===== src/rtl/ep_rom_pkg.sv =====
// Shared constants and enums for the ROM/RAM array arbiter.
package ep_rom_pkg;

   localparam int ROM_AW      = 17;
   localparam int MAXWAIT_DEF = 4;

   typedef enum logic [1:0] {GNT_NONE, GNT_A, GNT_B} gnt_e;
   typedef enum logic {ST_IDLE, ST_RDPEND} state_e;

endpackage


===== src/rtl/rom_arb_starve.sv =====
// Port B starvation guard: counts consecutive cycles B loses to A, saturating at MAXWAIT.
module rom_arb_starve
   import ep_rom_pkg::*;
#(
   parameter int MAXWAIT = MAXWAIT_DEF
) (
   input  logic clock,
   input  logic reset,
   input  logic b_req,
   input  logic a_win,
   input  logic b_win,
   output logic starve_b
);

   localparam logic [3:0] WAIT_MAX = 4'(MAXWAIT);

   logic [3:0] wait_b;

   always_ff @(posedge clock or negedge reset) begin
      if (!reset) begin
         wait_b <= '0;
      end else if (!b_req || b_win) begin
         wait_b <= '0;
      end else if (a_win && (wait_b != WAIT_MAX)) begin
         wait_b <= wait_b + 4'd1;
      end
   end

   assign starve_b = (wait_b == WAIT_MAX);

endmodule


===== src/rtl/rom_arb.sv =====
// Two-port arbiter/sequencer for the single-port ROM/RAM array; port A has priority.
// Build option ROM_WP_EN adds a wp input that silently drops port A writes.
//
// state     | meaning
// ST_IDLE   | no read outstanding
// ST_RDPEND | a read returns this cycle
module rom_arb
   import ep_rom_pkg::*;
#(
   parameter int AW      = ROM_AW,
   parameter int MAXWAIT = MAXWAIT_DEF
) (
   input  logic          clock,
   input  logic          reset,
`ifdef ROM_WP_EN
   input  logic          wp,
`endif
   input  logic          a_req,
   input  logic [AW-1:0] a_addr,
   input  logic          a_we,
   input  logic [7:0]    a_d,
   output logic          a_ack,
   output logic [7:0]    a_q,
   output logic          a_qv,
   input  logic          b_req,
   input  logic [AW-1:0] b_addr,
   input  logic          b_we,
   input  logic [7:0]    b_d,
   output logic          b_ack,
   output logic [7:0]    b_q,
   output logic          b_qv,
   output logic [AW-1:0] mem_a,
   output logic [7:0]    mem_d,
   output logic          mem_w,
   input  logic [7:0]    mem_q
);

   gnt_e          gnt;
   state_e        state, state_nxt;
   logic          starve_b;
   logic          a_wr_ok;
   logic          rd_gnt;
   logic          rd_a, rd_b;
   logic [AW-1:0] addr_hold;
   logic [7:0]    d_hold;

`ifdef ROM_WP_EN
   assign a_wr_ok = a_we & ~wp;
`else
   assign a_wr_ok = a_we;
`endif

   // Grants are gated by reset so acks and the write strobe drop immediately.
   always_comb begin
      gnt = GNT_NONE;
      if (reset) begin
         if (a_req && b_req) gnt = starve_b ? GNT_B : GNT_A;
         else if (a_req)     gnt = GNT_A;
         else if (b_req)     gnt = GNT_B;
      end
   end

   assign a_ack  = (gnt == GNT_A);
   assign b_ack  = (gnt == GNT_B);
   assign rd_gnt = (a_ack && !a_we) || (b_ack && !b_we);

   always_comb begin
      mem_a = addr_hold;
      mem_d = d_hold;
      mem_w = 1'b0;
      case (gnt)
         GNT_A: begin
            mem_a = a_addr;
            mem_d = a_d;
            mem_w = a_wr_ok;
         end
         GNT_B: begin
            mem_a = b_addr;
            mem_d = b_d;
            mem_w = b_we;
         end
         default: ;
      endcase
   end

   always_ff @(posedge clock or negedge reset) begin
      if (!reset) begin
         addr_hold <= '0;
         d_hold    <= '0;
         rd_a      <= 1'b0;
         rd_b      <= 1'b0;
         state     <= ST_IDLE;
      end else begin
         addr_hold <= mem_a;
         d_hold    <= mem_d;
         rd_a      <= a_ack && !a_we;
         rd_b      <= b_ack && !b_we;
         state     <= state_nxt;
      end
   end

   always_comb begin
      state_nxt = ST_IDLE;
      case (state)
         ST_IDLE:   if (rd_gnt) state_nxt = ST_RDPEND;
         ST_RDPEND: if (rd_gnt) state_nxt = ST_RDPEND;
         default:   state_nxt = ST_IDLE;
      endcase
   end

   assign a_qv = rd_a && (state == ST_RDPEND);
   assign b_qv = rd_b && (state == ST_RDPEND);
   assign a_q  = mem_q;
   assign b_q  = mem_q;

   rom_arb_starve #(.MAXWAIT(MAXWAIT)) u_starve (
      .clock    (clock),
      .reset    (reset),
      .b_req    (b_req),
      .a_win    (a_ack),
      .b_win    (b_ack),
      .starve_b (starve_b)
   );

endmodule


===== config.mk =====
export PLATFORM = sky130hd
export DESIGN_NAME = rom_arb
export DESIGN_NICKNAME = d
export VERILOG_FILES = /design/src/rtl/ep_rom_pkg.sv /design/src/rtl/rom_arb_starve.sv /design/src/rtl/rom_arb.sv
export SDC_FILE = /design/constraint.sdc
export NUM_CORES = 1
export LEC_CHECK = 0
export CORE_MARGIN = 2
export CORE_UTILIZATION = 30
export CTS_CLUSTER_SIZE = 12
export DETAILED_ROUTE_END_ITERATION = 12
export GPL_TIMING_DRIVEN = 0
export HOLD_SLACK_MARGIN = 0.1
export PLACE_DENSITY = 0.68
export SLEW_MARGIN = 20
export SYNTH_ARGS = -nofsm -noshare
export SYNTH_HDL_FRONTEND = slang
export SYNTH_HIERARCHICAL = 1
export SYNTH_SLANG_ARGS = --single-unit

===== constraint.sdc =====
create_clock -name clock -period 2.7 [get_ports clock]
set_input_delay 0.405 -clock clock [delete_from_list [all_inputs] [get_ports clock]]
set_output_delay 0.405 -clock clock [all_outputs]
set_load 0.01 [all_outputs]

# Yosys cells after proc, flatten, opt, wreduce, memory -nomap -nowiden
# Cells that the tools add are included.
[totals]
elab_cells = 34
out_inout_bits = 46
register_bits = 32
[classes]
n_reduce_logical = 12
n_eq_ne = 4
muxes = 11
n_addsub = 1
[ops]
columns = ["op", "count"]
rows = [
  ["$pmux 17 s2", 1],
  ["$pmux 8 s2", 1],
  ["$mux 2", 5],
  ["$mux 4", 2],
  ["$logic_and 1x1->1", 6],
  ["$add 4x1->4 const B", 1],
  ["$eq 4x3->1 const B", 1],
  ["$ne 4x3->1 const B", 1],
  ["$logic_not 1->1", 3],
  ["$eq 2x1->1 const B", 1],
  ["$eq 2x2->1 const B", 1],
  ["$logic_or 1x1->1", 2],
  ["$pmux 1 s2", 1],
  ["$reduce_bool 2->1", 1],
  ["$mux 1", 1],
]

# Depth between registers and ports, before layout
# Gate-level depths: netlist of the first run.
[depth]
word_depth = 8
mapped_depth = 11

# Hierarchy
# The synthesis of the first run kept the hierarchy.
[modules_own_cells]
columns = ["module", "cells_each", "n_inst", "area_per_inst_um2"]
rows = [
  ["rom_arb", 146, 1, 1535.2],
  ["rom_arb_starve", 26, 1, 236.5],
]

# Worst setup path after synthesis of the first run
# Ideal clock, no wire load.
[synth_timing]
path_kind = "reg-to-output"
startpoint = "register u_starve.wait_b[0]"
endpoint = "output port mem_a[11]"
path_slack_ns = 0.479
path_stages_with_launch = 10
path_buffers = 1
t_arrival_ns = 1.816
cell_sequence = "dfrtp_1 -> inv_1 -> ha_1 -> nand3b_4 -> inv_2 -> nand2_1 -> and3_1 -> ha_1 -> buf_2 -> o21ai_1"
[synth_between]
elab_chain_len = 6
[synth_lines]
columns = ["element", "line", "text"]
rows = [
  ["start, declared", "rom_arb_starve.sv:17", "logic [3:0] wait_b;"],
  ["start signal, assigned", "rom_arb_starve.sv:25", "wait_b <= wait_b + 4'd1;"],
  ["$eq 4x3->1 (*)", "rom_arb_starve.sv:29", "assign starve_b = (wait_b == WAIT_MAX);"],
  ["net starve_b", "rom_arb.sv:40", "logic starve_b;"],
  ["$mux 2 (*) (2 in series)", "rom_arb.sv:57", "if (a_req && b_req) gnt = starve_b ? GNT_B : GNT_A;"],
  ["$mux 2 (*)", "rom_arb.sv:56", "if (reset) begin"],
  ["$eq 2x2->1 / $eq 2x1->1 (equally long branches)", "rom_arb.sv:71", "case (gnt)"],
  ["$pmux 17 s2 (*)", "rom_arb.sv:71", ""],
  ["end, declared", "rom_arb.sv:32", "output logic [AW-1:0] mem_a,"],
]
# Mark *: on every way through the listed nets, which the timed path passes. The rest lies on a longest branch.

# Final worst setup path of the first run
[layout_timing]
startpoint = "register u_starve.wait_b[0]"
endpoint = "output port mem_a[0]"
# Same word-level chain as after synthesis.

==> results by group, run 1 <==
Status
  – Outcome: complete, no violations

Layout
  – # diodes: 0
  – Area Growth Syn to Fin: 76.41%
  – Design Area, Final: roughly 0.0031 mm²
  – Multi-input gate area: 810.8 µm²
  – Final #Nets: approximately 370
  – Layout cells sized above 1: 0.3771
  – Fillcell total: 530
  – Register area: 800.8 µm²

Die
  – Standard-cell rows: 27
  – Die Width: between 80 and 90 µm
  – Die Ht: between 80 and 90 µm
  – IO Pins: 110
  – Core area: 0.005608 mm²
  – Initial Utilization: 0.3159
  – Die area: about 0.0065 mm²

GRT
  – Vias in the first global route: around 1700
  – GRT Resource Usage Total: 0.1542
  – Initial antenna violation count: 0
  – Largest net degree at the start of global routing: 18
  – Total gr overflow: 0
  – First-pass GRT wire length: approximately 7600 µm

Synthesis
  – Synth top area cells: dfrtp_1, a22oi_2, o21ai_1
  – Main synth FF type: dfrtp_1
  – Register area share after synthesis: 0.4520
  – Synthesis Warnings: 6
  – Asr flop ratio synth: 1.000
  – Yosys cell types: 30
  – Register bit total from synthesis: 32
  – Yosys top cell area share: 0.4520
  – Post-synth top cells: dfrtp_1, nand2_1, o21ai_1, buf_4, a22oi_2
  – Mean Syn Cell Area: about 10 µm²
  – Top-count cell post-synth: dfrtp_1
  – Synth area leader: dfrtp_1
  – Post-synth EDFFs: 0
  – Mapped Cells: 172
  – Net Count, Synth: 241
  – Cell Area, Synth: around 0.0018 mm²

Placement
  – Post-placement cell area: just under 0.003 mm²
  – Dpl hpwl: 3632 µm
  – GPL Wtd Cong: 0.7404
  – PortBufs: roughly 100

Min path
  – Min-Delay Path Class: reg2reg

Timing
  – Fin Hold WS: between 0.4 and 0.5 ns
  – Final Skew: 0.002221 ns
  – Final hold violation count: 0
  – Tcrit/Tclk final: 0.9654
  – Max-slew violations: 0
  – Setup violators final: 0
  – Relative slew margins: 0.4944
  – Slew at the pin with the worst max-slew slack: about 0.76 ns
  – Minimum clock period: roughly 2.6 ns
  – Maximum clock rate: about 0.38 GHz
  – RSZ-0062 raised after global routing: true

Critical path
  – CP cell instances: inv_2 > ha_4 > nand3b_4 > inv_4 > nand2_1 > and3_4 > ha_4 > buf_4 > o21ai_2 > clkdlybuf4s15_2
  – Levels on crit path: 10
  – CP Data Required Time: roughly 2.3 ns
  – Crit path largest cell delay: approximately 0.4 ns
  – Crit. Startpoint: u_starve/wait_b[0]
  – Critical path's slowest cell: dfrtp_1
  – Critical R2R Capture: u_starve/wait_b[3]
  – Crit path to: mem_a[0]
  – CP Class: reg2out
  – Critical Path Start Type: flip-flop
  – CP Buf/Inv Count: 4
  – Worst reg-to-reg path cell count: 11
  – R2R Setup Slk: 0.49 ns
  – RR Startpoint: u_starve/wait_b[0]
  – Crit-path max FO: 10
  – Delay-heaviest family, CP: buffers and inverters
  – Crit end category: primary output
  – Crit path arrival time: 2.20 ns
  – Critical path's most frequent cell: ha_4

Power
  – Comb power frac: 0.322
  – Leak Pwr: 0.001385 µW
  – PwrDens: about 410 mW/mm²
  – Internal Power: ~930 µW
  – Sw frac: 0.2754
  – Sequential share of power: 0.418
  – Net Sw Power: 353.8 µW
  – Clock network fraction of total power: 0.261
  – VDD IR max: roughly 210 µV

CTS
  – CTS tree: yes
  – Clock buffer depth: 2
  – CTS Root Buffer Type: clkbuf_8
  – H-tree depth: 2
  – Clock Pin Slew Worst Setup and Hold Paths: 0.06 ns
  – CTS Buf Count: 5
  – Skew-Pair Late Insertion Delay: about 0.28 ns
  – Sink Count: 32

Detailed routing
  – Detailed-route via count: roughly 1700
  – Routed WL per cell: ~14 µm
  – Post-route antenna net violation count: 0
  – Post-route DRC: 0
  – Post-Route WL: between 5000 and 6000 µm
  – Vias per cell: ~4.6
  – Drt pass-1 iters: 4
  – Starting DRT DRC Count: 73

Job
  – Max-cap violations: 0
## sequential cells by signal, indices dropped and copies added (netlist names)
name and count:
addr_hold 17, d_hold 8, rd_a 1, rd_b 1, state 1, u_starve/wait_b 4
## area by class of cell
cell class | count | share of cell area
plain buffers | 27 | 0.08367
repair buffers | 118 | 0.3403
clock buffers | 6 | 0.02322
flip-flops and latches | 32 | 0.2562
multi-input cells | 108 | 0.2594
well taps | 72 | 0.02882
clock inverters | 1 | 0.001601
inverters | 5 | 0.006805
## repair_timing
action / in CTS / in global routing
gates resized for setup: 108 / 26
endpoints found under the hold margin: 17 / 0
hold buffers: 2 / 0
setup endpoints to repair: 27 / 26
cloned: 0 / 1
pin swaps: 4 / 10
setup buffers: 7 / 6
## stage by stage
stage | TNS (ns) | utilization | setup slack (ns) | total power (µW) | instances
detailed placement | -8.758 | 0.5163 | -0.3723 | 949.7 | 346
global placement | -60.67 | 0.5123 | -1.557 | 940.9 | 345
CTS | -0.01397 | 0.5511 | -0.008944 | 1292 | 362
finish | 0 | 0.5573 | 0.09331 | 1285 | 369
global route | -0.4791 | 0.5573 | -0.04616 | 1361 | 369
floorplan | 0 | - | 0.4785 | 706.2 | 172
## worst min-delay path by stage
stage | from | end | depth (start not counted)
floorplan | reset | addr_hold[0] | 0
global placement | addr_hold[13] | addr_hold[13] | 2
detailed placement | reset | addr_hold[5] | 1
CTS | addr_hold[13] | addr_hold[13] | 2
global route | addr_hold[13] | addr_hold[13] | 2
finish | addr_hold[13] | addr_hold[13] | 2
## worst min-delay path, delay by kind of cell (launching register included)
kind | cells | cell delay, ns
AOI/OAI and AO/OA | 1 | 0.06
DFF | 1 | 0.32
and+or+nand+nor | 1 | 0.06
## metal layers
layer  track usage  part of all wire
met1        0.1826              0.43
met2        0.2496              0.45
met3       0.06667              0.11
met4       0.05424             0.015
met5             0                 0
## cells by family after synthesis
group | after synthesis | synth area share
fa+ha+maj | 5 | 0.03531
flops | 32 | 0.4520
simple gates | 44 | 0.1229
buf+inv | 32 | 0.1377
compound gates | 59 | 0.2521
## cells in the final DEF (no fill, tap or decap), types with 5 or more instances in the layout
master | netlist | layout
buf_2 | 5 | 24
nand2_1 | 27 | 27
clkbuf_8 | 0 | 5
buf_6 | 4 | 5
o21ai_1 | 24 | 15
clkdlybuf4s50_1 | 0 | 73
o21ai_2 | 1 | 10
dfrtp_1 | 32 | 32
a22oi_1 | 11 | 8
a22oi_2 | 15 | 18
buf_4 | 16 | 30
## power groups by stage
stage | Clock, µW | Combinational, µW | Sequential (µW)
after CTS | 347 | 409 | 536
after global routing | 368 | 451 | 541
final | 335 | 413 | 537
after global placement | 0 | 397 | 544
after floorplan | 0 | 164 | 542
after detailed placement | 0 | 404 | 546
Power figures use the tool's default switching activity.
==> run 2, diff against run 1 <==
CAP_MARGIN = 0   (was not set)
CTS_CLUSTER_SIZE = 30   (was 12)
DONT_BUFFER_PORTS = 1   (was not set)
PLACE_DENSITY = not set   (was 0.68)
==> results by group, run 2 (synthesis gave the netlist of run 1 again) <==
CTS
  – Clock buffer depth: 2
  – Clock Pin Slew Worst Setup and Hold Paths: 0.07 ns
  – CTS Root Buffer Type: clkbuf_8
  – H-tree depth: 2
  – Sink Count: 32
  – Skew-Pair Late Insertion Delay: roughly 0.28 ns
  – CTS tree: yes
  – CTS Buf Count: 5

Power
  – Comb power frac: 0.224
  – Internal Power: ~830 µW
  – Sequential share of power: 0.453
  – Net Sw Power: ~350 µW
  – Leak Pwr: just over 0.0009 µW
  – Clock network fraction of total power: 0.323
  – VDD IR max: approximately 200 µV
  – PwrDens: ~540 mW/mm²
  – Sw frac: 0.2944

Die
  – Standard-cell rows: 27
  – Initial Utilization: 0.3159
  – Core area: approximately 0.0056 mm²
  – Die area: 0.006537 mm²
  – Die Ht: 80.85 µm
  – IO Pins: 110
  – Die Width: roughly 81 µm

Critical path
  – Crit path largest cell delay: 0.41 ns
  – Crit path arrival time: between 2 and 2.5 ns
  – Crit-path max FO: 10
  – Critical path's slowest cell: dfrtp_1
  – Critical path's most frequent cell: buf_6
  – CP Class: reg2out
  – CP Data Required Time: about 2.3 ns
  – CP cell instances: inv_1 > ha_2 > nand3b_4 > inv_4 > nand2_1 > and3_4 > ha_4 > buf_6 > buf_6 > a22oi_2 > o21ai_4
  – CP Buf/Inv Count: 4
  – Crit end category: primary output
  – Critical Path Start Type: flip-flop
  – Delay-heaviest family, CP: buffers and inverters

Layout
  – Most common cell after layout, fill and taps aside: dfrtp_1
  – Layout cells sized above 1: 0.4703
  – Fillcell total: between 500 and 600
  – Final #Nets: approximately 250
  – Top Registers: addr_hold: 17 flops, d_hold: 8 flops, u_starve/wait_b: 4 flops
  – Register area: ~800 µm²
  – Max reg flops: 17
  – # diodes: 0
  – Multi-input gate area: 894.6 µm²
  – Area Growth Syn to Fin: 24.51%
  – Design Area, Final: between 0.002 and 0.0025 mm²
  – Most frequent cells in the layout: dfrtp_1, nand2_1, o21ai_2, buf_4, a22oi_2
  – Top reg by flops: addr_hold

Timing
  – Setup violators final: 0
  – Minimum clock period: between 2 and 3 ns
  – Final setup TNS: 0 ns
  – RSZ-0062 raised after global routing: false
  – Slew at the pin with the worst max-slew slack: 0.3255 ns
  – Final hold violation count: 0
  – Final Skew: about 0.0044 ns
  – Max-slew violations: 0
  – Maximum clock rate: about 0.39 GHz
  – Tcrit/Tclk final: 0.9491
  – Relative slew margins: 0.7830

Detailed routing
  – Post-route DRC: 0
  – Post-route antenna net violation count: 0
  – Vias per cell: 5.113
  – Routed WL per cell: 17.40 µm
  – Drt pass-1 iters: 4
  – Detailed-route via count: 1314
  – Starting DRT DRC Count: 22
  – Post-Route WL: approximately 4500 µm

GRT
  – First-pass GRT wire length: approximately 6600 µm
  – Vias in the first global route: about 1300
  – Total gr overflow: 0
  – Largest net degree at the start of global routing: 33
  – Initial antenna violation count: 0
  – GRT Resource Usage Total: 0.1379

Placement
  – PortBufs: 0
  – GPL Wtd Cong: approximately 0.66
  – Post-placement cell area: approximately 0.0019 mm²
  – Dpl hpwl: approximately 3200 µm

Min path
  – Min-Delay Path Class: in2reg

Job
  – Max-cap violations: 0

Status
  – Outcome: complete, no violations
-- run 2: path summary, 6_finish.rpt --
path / to / start / slack, ns / depth (start not counted)
max: mem_d[0] / u_starve/wait_b[1] / 0.14 / 11
min: rd_b / b_we / 0.18 / 1
max reg2reg: u_starve/wait_b[3] / u_starve/wait_b[1] / 0.40 / 10
min reg2reg: addr_hold[12] / addr_hold[12] / 0.51 / 2
max in group asynchronous: addr_hold[14] / reset / 1.94 / 2
min in group asynchronous: u_starve/wait_b[3] / reset / 0.58 / 2
-- run 2: metrics by stage --
step	hold slack (ns)	total power [µW]	utilization	setup slack (ns)	std cells
6_report	0.1757	1183	0.3934	0.1375	257
5_1_grt	0.1539	1257	0.3934	0.006989	257
4_1_cts	0.1624	1195	0.3820	0.002927	254
3_5_place_dp	0.1101	746.8	0.3320	0.1901	244
3_3_place_gp	0.1100	742.4	0.3320	0.1901	244
2_1_floorplan	0.1094	706.2	-	0.4785	172
-- run 2: power by group through the flow --
stage | Clock, µW | Sequential (µW) | Combinational [µW]
floorplan | 0 | 542 | 164
global placement | 0 | 544 | 198
detailed placement | 0 | 546 | 201
CTS | 398 | 537 | 260
global route | 427 | 540 | 290
finish | 382 | 536 | 265
-- run 2: cell type report --
class	instances	share of cell area
sequential	32	0.3630
clock buffer	8	0.04084
multi-input combinational	108	0.4056
tap	72	0.04084
inverter	5	0.009643
timing repair buffer	5	0.02382
buffer	27	0.1163
-- run 2: what timing repair did --
action | in CTS | in global routing
endpoints found under the setup margin | 26 | 26
hold buffers | 2 | 0
resized for setup | 39 | 10
buffers inserted | 0 | 3
pin swaps | 0 | 4
hold endpoints to repair | 32 | 0
-- run 2: layer usage --
layer,share of wire,GRT usage,vias up
met2,0.51,0.2347,75
met1,0.40,0.1630,620
li1,-,-,617
met5,0,0,-
met4,0.0089,0.05593,0
met3,0.087,0.04000,2
==> run 3, diff against run 2 <==
CORE_ASPECT_RATIO = 0.6   (was not set)
==> results by group, run 3 (synthesis gave the netlist of run 1 again) <==
Power
  – VDD IR max: 191.7 µV
  – Net Sw Power: approximately 340 µW
  – PwrDens: 518.1 mW/mm²
  – Sequential share of power: 0.471
  – Leak Pwr: approximately 0.00091 µW
  – Comb power frac: 0.229
  – Internal Power: between 800 and 900 µW
  – Clock network fraction of total power: 0.300
  – Sw frac: 0.2977

Timing
  – Relative slew margins: 0.7762
  – Final hold violation count: 0
  – Fin Hold WS: 0.1824 ns
  – Minimum clock period: about 2.5 ns
  – Final Skew: 0.003506 ns
  – Max-slew violations: 0
  – Maximum clock rate: approximately 0.39 GHz
  – Tcrit/Tclk final: 0.9420
  – Setup violators final: 0
  – Slew at the pin with the worst max-slew slack: approximately 0.34 ns

Critical path
  – Crit-path max FO: 10
  – Critical Path Start Type: flip-flop
  – Worst reg-to-reg path cell count: 11
  – R2R Setup Slk: roughly 0.41 ns
  – Crit end category: primary output
  – Crit path arrival time: about 2.1 ns
  – CP Class: reg2out
  – RR Startpoint: u_starve/wait_b[0]
  – Crit path to: mem_a[8]
  – CP Data Required Time: 2.30 ns
  – Critical R2R Capture: u_starve/wait_b[3]
  – Crit. Startpoint: u_starve/wait_b[0]

Detailed routing
  – WL met3: roughly 370 µm
  – Starting DRT DRC Count: 23
  – Detailed-route via count: between 1000 and 1500
  – Drt pass-1 iters: 4
  – Routed WL per cell: roughly 17 µm
  – Routed wl met2: between 2000 and 2500 µm
  – Post-route DRC: 0
  – Post-route antenna net violation count: 0
  – Top sig layer: met4
  – Wl on met1: roughly 2100 µm
  – Vias per cell: 5.000
  – Post-Route WL: roughly 4500 µm

CTS
  – Skew-Pair Late Insertion Delay: around 0.28 ns
  – CTS tree: yes
  – CTS Buf Count: 5
  – Sink Count: 32
  – CTS Root Buffer Type: clkbuf_8
  – Clock buffer depth: 2
  – H-tree depth: 2
  – Clock Pin Slew Worst Setup and Hold Paths: ~0.060 ns

Job
  – Max-cap violations: 0

Min path
  – Min-Delay Path Class: in2reg
  – Hold_sp: b_we

Layout
  – Max reg flops: 17
  – Most common cell after layout, fill and taps aside: dfrtp_1
  – Multi-input gate area: about 900 µm²
  – Final #Nets: roughly 250
  – Top reg by flops: addr_hold
  – Most frequent cells in the layout: dfrtp_1, nand2_1, o21ai_2
  – # diodes: 0
  – Layout cells sized above 1: 0.4918
  – Area Growth Syn to Fin: 24.29%
  – Fillcell total: ~550
  – Post-layout util: 0.3898
  – Register area: about 800 µm²
  – Top Registers: addr_hold: 17 flops, d_hold: 8 flops, u_starve/wait_b: 4 flops

GRT
  – GRT Resource Usage Total: 0.1367
  – Vias in the first global route: 1291
  – First-pass GRT wire length: approximately 6600 µm
  – Total gr overflow: 0
  – Initial antenna violation count: 0
  – Largest net degree at the start of global routing: 33

Die
  – Die area: between 0.006 and 0.007 mm²
  – Standard-cell rows: 21
  – Die Ht: around 64 µm
  – Die Width: just over 100 µm
  – IO Pins: between 100 and 150
  – Initial Utilization: 0.3136
  – Core area: between 0.005 and 0.006 mm²

Placement
  – Dpl hpwl: 3268 µm
  – PortBufs: 0
  – GPL Wtd Cong: 0.7508

Status
  – Outcome: complete, no violations
-- run 3: changes by cell type in the layout (fill, tap and decap cells not counted), moves of 2 or more --
cell,before,now
buf_8,3,0
a22oi_1,8,6
o21ai_2,21,24
o21ai_4,4,1
buf_6,5,2
buf_12,2,6
a22oi_2,18,20
-- run 3: worst max-delay path: stages, from the launching register on --
cell and delay (ns):
dfrtp_1 0.42, inv_2 0.08, ha_2 0.18, nand3b_4 0.09, inv_4 0.09, nand2_1 0.07
and3_4 0.19, ha_4 0.15, buf_6 0.14, buf_12 0.15, a22oi_2 0.18, o21ai_2 0.12
-- run 3: how the worst min path moves through the flow --
| stage | endpoint | slack (ns) | depth (start not counted) |
|---|---|---|---|
| final | rd_b | 0.18 | 1 |
| after global routing | rd_b | 0.16 | 1 |
| after global placement | addr_hold[2] | 0.11 | 0 |
| after detailed placement | addr_hold[5] | 0.11 | 0 |
| after floorplan | addr_hold[0] | 0.11 | 0 |
| after CTS | rd_b | 0.17 | 1 |
-- run 3: area by class of cell --
type / count / area share
clock buffers: 6 / 0.03295
multi-input cells: 108 / 0.4017
inverters: 5 / 0.009659
repair buffers: 4 / 0.02045
flip-flops and latches: 32 / 0.3636
clock inverters: 1 / 0.002273
well taps: 80 / 0.04545
plain buffers: 27 / 0.1239
-- run 3: layer usage --
| layer | vias up | global-route usage |
|---|---|---|
| met2 | 68 | 0.2005 |
| li1 | 622 | - |
| met5 | - | 0 |
| met4 | 0 | 0.03454 |
| met3 | 5 | 0.05216 |
| met1 | 620 | 0.1886 |
-- run 3: metrics by stage --
| stage | total power, µW | setup TNS [ns] | worst slack [ns] | instance area [µm²] | std cells |
|---|---|---|---|---|---|
| 2_1_floorplan | 706.2 | 0 | 0.4785 | 1772 | 172 |
| 3_3_place_gp | 742.7 | 0 | 0.1726 | 1872 | 252 |
| 3_5_place_dp | 746.9 | 0 | 0.1626 | 1872 | 252 |
| 4_1_cts | 1151 | 0 | 0.004641 | 2102 | 261 |
| 5_1_grt | 1222 | -0.004186 | -0.004186 | 2202 | 263 |
| 6_report | 1141 | 0 | 0.1566 | 2202 | 263 |
-- run 3: power groups by stage --
stage	registers (µW)	clock network, µW	logic, µW
2_1_floorplan	542	0	164
3_3_place_gp	544	0	198
3_5_place_dp	547	0	200
4_1_cts	537	363	251
5_1_grt	542	393	287
6_report	538	343	261
-- run 3: repair_timing --
action	4_1_cts	5_1_grt
setup buffers	0	2
resized for setup	32	20
hold buffers	2	0
pin swaps	0	7
endpoints found under the setup margin	26	26
endpoints found under the hold margin	32	0
